==> config.mk <==
export PLATFORM = sky130hd
export DESIGN_NAME = muldiv_unit
export DESIGN_NICKNAME = d
export VERILOG_FILES = /design/src/rtl/muldiv_unit.sv
export SDC_FILE = /design/constraint.sdc
export NUM_CORES = 1
export LEC_CHECK = 0
export CAP_MARGIN = 15
export CORE_UTILIZATION = 48
export DETAILED_ROUTE_END_ITERATION = 8
export GPL_ROUTABILITY_DRIVEN = 0
export PLACE_DENSITY = 0.65
export SETUP_SLACK_MARGIN = 0.05
export SLEW_MARGIN = 20
export SYNTH_ARGS = -nofsm -noshare
export SYNTH_HDL_FRONTEND = slang
export SYNTH_SLANG_ARGS = --single-unit
==> constraint.sdc <==
create_clock -name clk -period 7.2 [get_ports clk]
set_input_delay 1.44 -clock clk [delete_from_list [all_inputs] [get_ports clk]]
set_output_delay 1.44 -clock clk [all_outputs]
set_load 0.005 [all_outputs]
==> src/rtl/muldiv_unit.sv <==
`default_nettype none
// ============================================================================
// Module      : muldiv_unit
// Description : Iterative RV32M multiply/divide unit for the execute stage,
//               generalised over WORD_SIZE. One bit per cycle: shift-add for
//               multiply, restoring shift-subtract for divide. Divide-by-zero
//               and signed overflow take a single-cycle fast path.
// Ports       : clk    - clock, rising edge
//               rst    - synchronous active-high reset
//               flush  - abort current operation, return to idle
//               start  - operation request, sampled only when idle
//               op     - funct3 (MUL,MULH,MULHSU,MULHU,DIV,DIVU,REM,REMU)
//               a, b   - rs1 / rs2 operands, sampled with start
//               busy   - high while iterating (stall request)
//               done   - one-cycle pulse, result valid
//               result - registered result, held until the next done
// Revision    : 1.0 - initial release
// ============================================================================
module muldiv_unit #(
    parameter int WORD_SIZE = 32,
    parameter int CNT_SIZE  = $clog2(WORD_SIZE + 1)
) (
    input  logic                 clk,
    input  logic                 rst,
    input  logic                 flush,
    input  logic                 start,
    input  logic [2:0]           op,
    input  logic [WORD_SIZE-1:0] a,
    input  logic [WORD_SIZE-1:0] b,
    output logic                 busy,
    output logic                 done,
    output logic [WORD_SIZE-1:0] result
);

    // State encoding
    localparam logic [1:0] c_st_idle = 2'd0;
    localparam logic [1:0] c_st_run  = 2'd1;
    localparam logic [1:0] c_st_done = 2'd2;

    // funct3 encodings
    localparam logic [2:0] c_op_mul    = 3'b000;
    localparam logic [2:0] c_op_mulh   = 3'b001;
    localparam logic [2:0] c_op_mulhsu = 3'b010;
    localparam logic [2:0] c_op_mulhu  = 3'b011;
    localparam logic [2:0] c_op_div    = 3'b100;
    localparam logic [2:0] c_op_divu   = 3'b101;
    localparam logic [2:0] c_op_rem    = 3'b110;
    localparam logic [2:0] c_op_remu   = 3'b111;

    localparam logic [CNT_SIZE-1:0]  c_cnt_init = CNT_SIZE'(WORD_SIZE);
    localparam logic [CNT_SIZE-1:0]  c_cnt_last = CNT_SIZE'(1);
    localparam logic [WORD_SIZE-1:0] c_min_neg  = {1'b1, {(WORD_SIZE-1){1'b0}}};

    logic [1:0]           r_state;
    logic [1:0]           w_state_nxt;

    logic [2:0]           r_op;
    logic                 r_sa;
    logic                 r_sb;
    // r_hi: product high half / partial remainder
    // r_lo: multiplier being shifted out / dividend becoming quotient
    // r_b : multiplicand / divisor magnitude
    logic [WORD_SIZE-1:0] r_hi;
    logic [WORD_SIZE-1:0] r_lo;
    logic [WORD_SIZE-1:0] r_b;
    logic [CNT_SIZE-1:0]  r_cnt;
    logic [WORD_SIZE-1:0] r_res;
    logic                 r_done;
    logic [WORD_SIZE-1:0] r_result;

    // Operand decode
    logic                 w_a_signed;
    logic                 w_b_signed;
    logic                 w_sa_in;
    logic                 w_sb_in;
    logic [WORD_SIZE-1:0] w_a_mag;
    logic [WORD_SIZE-1:0] w_b_mag;
    logic                 w_is_div;
    logic                 w_div0;
    logic                 w_ovf;
    logic                 w_fast;
    logic [WORD_SIZE-1:0] w_fast_res;

    // Iteration datapath
    logic [WORD_SIZE:0]   w_sum;
    logic [WORD_SIZE:0]   w_rem_sh;
    logic                 w_ge;
    logic [WORD_SIZE-1:0] w_rem_dif;
    logic [WORD_SIZE-1:0] w_hi_nxt;
    logic [WORD_SIZE-1:0] w_lo_nxt;

    // Sign fix and result select
    logic [2*WORD_SIZE-1:0] w_prod;
    logic [2*WORD_SIZE-1:0] w_prod_fix;
    logic [WORD_SIZE-1:0]   w_quo_fix;
    logic [WORD_SIZE-1:0]   w_rem_fix;
    logic [WORD_SIZE-1:0]   w_final;

    assign busy   = (r_state == c_st_run);
    assign done   = r_done;
    assign result = r_result;

    // ------------------------------------------------------------------
    // Operand decode (only meaningful in idle when start is sampled)
    // ------------------------------------------------------------------
    always_comb begin
        w_a_signed = (op == c_op_mulh) || (op == c_op_mulhsu) ||
                     (op == c_op_div)  || (op == c_op_rem);
        w_b_signed = (op == c_op_mulh) || (op == c_op_div) || (op == c_op_rem);
        w_sa_in    = w_a_signed & a[WORD_SIZE-1];
        w_sb_in    = w_b_signed & b[WORD_SIZE-1];
        w_a_mag    = w_sa_in ? -a : a;
        w_b_mag    = w_sb_in ? -b : b;
        w_is_div   = op[2];
        w_div0     = (b == '0);
        w_ovf      = ((op == c_op_div) || (op == c_op_rem)) &&
                     (a == c_min_neg) && (b == '1);
        w_fast     = w_is_div && (w_div0 || w_ovf);
        // op[1] distinguishes REM/REMU from DIV/DIVU
        if (w_div0) begin
            w_fast_res = op[1] ? a : '1;
        end else begin
            w_fast_res = op[1] ? '0 : a;
        end
    end

    // ------------------------------------------------------------------
    // One iteration step, selected by the latched operation class
    // ------------------------------------------------------------------
    always_comb begin
        // Multiply: add multiplicand to the upper half when the multiplier
        // LSB is set, then shift the whole {carry, hi, lo} right by one.
        w_sum = {1'b0, r_hi} + (r_lo[0] ? {1'b0, r_b} : {(WORD_SIZE+1){1'b0}});

        // Divide: shift {rem, quo} left; the shifted remainder can need one
        // extra bit before the trial subtraction brings it back below r_b.
        w_rem_sh  = {r_hi, r_lo[WORD_SIZE-1]};
        w_ge      = (w_rem_sh >= {1'b0, r_b});
        w_rem_dif = w_rem_sh[WORD_SIZE-1:0] - r_b;

        if (r_op[2]) begin
            w_hi_nxt = w_ge ? w_rem_dif : w_rem_sh[WORD_SIZE-1:0];
            w_lo_nxt = {r_lo[WORD_SIZE-2:0], w_ge};
        end else begin
            w_hi_nxt = w_sum[WORD_SIZE:1];
            w_lo_nxt = {w_sum[0], r_lo[WORD_SIZE-1:1]};
        end
    end

    // ------------------------------------------------------------------
    // Sign fix applied to the values produced by the final iteration
    // ------------------------------------------------------------------
    always_comb begin
        w_prod     = {w_hi_nxt, w_lo_nxt};
        w_prod_fix = (r_sa ^ r_sb) ? -w_prod : w_prod;
        w_quo_fix  = (r_sa ^ r_sb) ? -w_lo_nxt : w_lo_nxt;
        w_rem_fix  = r_sa ? -w_hi_nxt : w_hi_nxt;
        w_final    = '0;
        case (r_op)
            c_op_mul:                          w_final = w_prod_fix[WORD_SIZE-1:0];
            c_op_mulh, c_op_mulhsu, c_op_mulhu: w_final = w_prod_fix[2*WORD_SIZE-1:WORD_SIZE];
            c_op_div, c_op_divu:               w_final = w_quo_fix;
            c_op_rem, c_op_remu:               w_final = w_rem_fix;
            default:                           w_final = '0;
        endcase
    end

    // ------------------------------------------------------------------
    // FSM next-state
    // ------------------------------------------------------------------
    always_comb begin
        w_state_nxt = r_state;
        case (r_state)
            c_st_idle: begin
                if (start) begin
                    w_state_nxt = w_fast ? c_st_done : c_st_run;
                end
            end
            c_st_run: begin
                if (r_cnt == c_cnt_last) begin
                    w_state_nxt = c_st_done;
                end
            end
            c_st_done: w_state_nxt = c_st_idle;
            default:   w_state_nxt = c_st_idle;
        endcase
        if (flush) begin
            w_state_nxt = c_st_idle;
        end
    end

    always_ff @(posedge clk) begin
        if (rst) begin
            r_state <= c_st_idle;
        end else begin
            r_state <= w_state_nxt;
        end
    end

    // ------------------------------------------------------------------
    // Datapath and output registers
    // ------------------------------------------------------------------
    always_ff @(posedge clk) begin
        if (rst) begin
            r_op     <= '0;
            r_sa     <= 1'b0;
            r_sb     <= 1'b0;
            r_hi     <= '0;
            r_lo     <= '0;
            r_b      <= '0;
            r_cnt    <= '0;
            r_res    <= '0;
            r_done   <= 1'b0;
            r_result <= '0;
        end else begin
            // The output stage publishes r_res on the edge that leaves DONE,
            // so done and result change together and a flush in DONE
            // suppresses both.
            r_done <= (r_state == c_st_done) && !flush;
            if ((r_state == c_st_done) && !flush) begin
                r_result <= r_res;
            end

            case (r_state)
                c_st_idle: begin
                    if (start && !flush) begin
                        r_op  <= op;
                        r_sa  <= w_sa_in;
                        r_sb  <= w_sb_in;
                        r_hi  <= '0;
                        r_cnt <= c_cnt_init;
                        // Multiply keeps the multiplier in r_lo; divide keeps
                        // the dividend there so it shifts into the remainder.
                        r_lo  <= w_is_div ? w_a_mag : w_b_mag;
                        r_b   <= w_is_div ? w_b_mag : w_a_mag;
                        if (w_fast) begin
                            r_res <= w_fast_res;
                        end
                    end
                end
                c_st_run: begin
                    if (!flush) begin
                        r_hi  <= w_hi_nxt;
                        r_lo  <= w_lo_nxt;
                        r_cnt <= r_cnt - c_cnt_last;
                        if (r_cnt == c_cnt_last) begin
                            r_res <= w_final;
                        end
                    end
                end
                default: begin
                end
            endcase
        end
    end

endmodule
`default_nettype wire
==> results.toml <==
[routing]
post_drt_via_cell_ratio = 6.85
route.detailed.wl_per_inst_um = 24.8
detailroute.via_count = 20370
drc = 0
drt_iter0_markers = 3047
drt-total-wl_um = 73700
drt.antenna.violating_nets = 0
drt_pass1_iterations = 8

[global_routing]
grt.overflow.total = 0
grt_antenna_before_repair = 2
grt_pass1_wl_um = 111000
grt_pass1_vias = 18234
gr-usage-all-layers = 0.381
pin_count_of_the_biggest_net_entering_global_routing = 113

[critical_path]
timing.critical_path.from_type = "flip-flop"
critical_path.n_buffers_inverters = 1
crit_path_end_kind = "flip-flop"
worst-endpoint-arrival_ns = 6.93
timing.critical_path.slowest_stage_cell = "sky130_fd_sc_hd__o31ai_4"
crit_top_cell = "sky130_fd_sc_hd__ha_1"
criticalPathCategory = "reg2reg"
reg2reg_depth = 19
critPathMaxStageDelay_ns = 0.91
timing.critical_path.fanout_max = 16
worst_ep_required_time_ns = 7.55
path_delay_family = "compound AO/OA/AOI/OAI gates"
worstPathCellList = "inv_1 > ha_1 > a21oi_1 > o21ai_1 > o21ba_2 > o31ai_4 > nand2_2 > and3_1 > a311oi_2 > ha_1 > nand2_1 > a2111oi_2 > a211o_1 > nor3b_2 > nand3_1 > or3_1 > nor4_1 > mux2i_1 > a31oi_1"
critical_path_depth = 19

[timing]
setup_ws_ns = 0.617
skew_ns = 0.0148
slew_violations = 0
max_slew_headroom = 0.247
timing.setup.tns_ns = 0
report.final.setup_viol = 0
tightest_slew_ns = 1.12
period_minus_slack_ns = 6.58
hold_viol = 0
grt_setup_unrepaired = "no"
maximum_frequency_from_static_timing_analysis_ghz = 0.152
final.period_utilization = 0.914

[clock_tree]
tritoncts_num_sinks = 174
post_cts_hold_buffer_count = 0
clock_tree_from_tritoncts = "built"
post_cts.resized_instances = 0
deepest_clock_path_buffer_count = 2
ctsHtreeMaxLevel = 4
clkLatencyLatePin_ns = 0.47
cts_made_buffers = 17
post-cts-setup-buffers = 0
clock_slew_at_reported_path_ffs_ns = 0.08
clock_root_cell = "sky130_fd_sc_hd__clkbuf_16"

[yosys]
ys_warn_count = 0
synth.net_count = 2656
number_of_enable_flip_flop_cells_after_synthesis = 0
post-synth-top-area-cell = "sky130_fd_sc_hd__dfxtp_1"
synth_area_um2 = 17700
syn_area_per_cell_um2 = 7.03
synthMostInstantiatedCell = "sky130_fd_sc_hd__nand2_1"
synthCells = 2512
yosys_most_used_dff = "sky130_fd_sc_hd__dfxtp_1"
synthArstFlopShare = 0
synth.area.top_cells = "sky130_fd_sc_hd__dfxtp_1, sky130_fd_sc_hd__a21oi_1, sky130_fd_sc_hd__nand2_1"
synth.cells.most_frequent = "sky130_fd_sc_hd__nand2_1, sky130_fd_sc_hd__nor2_1, sky130_fd_sc_hd__a21oi_1, sky130_fd_sc_hd__dfxtp_1, sky130_fd_sc_hd__clkbuf_1"
yosysTopAreaCellShare = 0.197
post_synth_num_cell_types = 107
ys_seq_elements = 174
synth_sequential_area_ratio = 0.197

[floorplan]
core_region_area_um2 = 35900
floorplan.initialDensity = 0.492
fp.dieArea_um2 = 37600
io-pin-count = 105
rows = 69
overall_die_height_um = 194
fp.dieW_um = 194

[power]
power.leakage_nw = 7.18
power_per_cell_area_nw_per_um2 = 164
worst_ir_drop_vdd_mv = 0.179

[cells_and_area]
final-instance-count-excl-fill = 2972
antenna_cells_inserted = 0
utilization = 0.542
total_number_of_nets_in_the_final_design = 2642
syn2layout_area_growth_pct = 10.2
post_route_cells_drive_above_1_share = 0.0546

[job]
maxCapViolCount = 0

[place]
io_buffer_count = 104
place_ws_ns = 0.943
dp_hpwl_um = 56200
dp.cells = 2940

[min_path]
whs_path_depth = 2
holdCritPathClass = "reg2reg"

[run_status]
outcome = "finished, final reports clean"
[placed cells by master (no fill, tap or decap), drive strengths merged, types with 14 or more instances in the layout]
| cell type | netlist | routed |
|---|---|---|
| a211oi | 37 | 37 |
| a21o | 24 | 24 |
| a21oi | 238 | 238 |
| a221oi | 14 | 14 |
| a31oi | 53 | 53 |
| and2 | 48 | 48 |
| and3 | 22 | 22 |
| buf | 45 | 35 |
| clkbuf | 125 | 17 |
| clkdlybuf4s50 | 0 | 102 |
| dfxtp | 174 | 174 |
| ha | 71 | 71 |
| inv | 76 | 84 |
| maj3 | 24 | 24 |
| mux2i | 74 | 74 |
| nand2 | 313 | 313 |
| nand2b | 15 | 15 |
| nand3 | 55 | 55 |
| nand4 | 34 | 34 |
| nor2 | 277 | 277 |
| nor3 | 97 | 97 |
| nor3b | 15 | 15 |
| nor4 | 39 | 39 |
| o211ai | 59 | 59 |
| o21a | 17 | 17 |
| o21ai | 130 | 130 |
| o31ai | 21 | 21 |
| o41ai | 19 | 19 |
| or2 | 16 | 16 |
| or3 | 22 | 22 |
| xnor2 | 88 | 88 |
| xor2 | 65 | 65 |
[routing by layer]
layer | GRT usage | routed length, µm
met1 | 0.522 | 29900
met2 | 0.547 | 29900
met3 | 0.0880 | 9560
met4 | 0.213 | 4380
met5 | 0 | 21
[cell type report]
cell class / count / area (µm²)
fillers: 3549 / 16500
multi-input cells: 2090 / 13200
flip-flops and latches: 174 / 3490
repair buffers: 137 / 1280
well taps: 461 / 577
clock buffers: 17 / 425
inverters: 78 / 293
clock inverters: 15 / 191
[power breakdown]
part,switching [mW],leakage [nW],internal [mW]
Clock,0.500,0.298,0.503
Combinational,0.776,5.47,0.370
Sequential,0.0447,1.41,0.999
Total,1.32,7.18,1.87
[stage by stage]
stage,hold slack (ns),cell area [µm²],power (mW)
detailed placement,0.448,18800,2.15
finish,0.454,19500,3.19
global placement,0.443,18800,2.14
floorplan,0.427,17700,1.79
global route,0.479,19500,3.29
CTS,0.458,19500,3.14
[cell families (layout without fill, tap and decap cells)]
| kind of cell | after synthesis | after routing | synth area share |
|---|---|---|---|
| XOR/XNOR | 153 | 153 | 0.0759 |
| AO/OA/AOI/OAI | 756 | 756 | 0.286 |
| AND/OR/NAND/NOR | 1005 | 1005 | 0.272 |
| flip-flops | 174 | 174 | 0.197 |
| buffers and inverters | 248 | 247 | 0.0569 |
| adder cells (fa/ha/maj) | 97 | 97 | 0.0662 |
| multiplexers | 79 | 79 | 0.0451 |
[sequential cells by signal, summed over array words and instances (netlist names)]
| register | cells |
|---|---|
| r_b | 32 |
| r_cnt | 6 |
| r_state | 2 |
| result | 32 |
| r_res | 32 |
| r_sb | 1 |
| r_sa | 1 |
| r_lo | 32 |
| r_op | 3 |
| r_hi | 32 |
| done | 1 |
[worst min-delay path: cells and delay by family (launching register included)]
| kind | cells | cell delay (ns) |
|---|---|---|
| flip-flops | 1 | 0.31 |
| AO/OA/AOI/OAI | 1 | 0.05 |
| AND/OR/NAND/NOR | 1 | 0.05 |
[path summary, 6_finish.rpt]
| check | from | to | slack (ns) |
|---|---|---|---|
| worst max-delay path | r_b[14]$_SDFFE_PP0P_ | r_res[30]$_SDFFE_PP0P_ | 0.62 |
| worst min-delay path | result[2]$_SDFFE_PP0P_ | result[2]$_SDFFE_PP0P_ | 0.45 |
| worst max register to register | r_b[14]$_SDFFE_PP0P_ | r_res[30]$_SDFFE_PP0P_ | 0.62 |
| worst min register to register | result[2]$_SDFFE_PP0P_ | result[2]$_SDFFE_PP0P_ | 0.45 |
(Power assumes the default switching activity.)
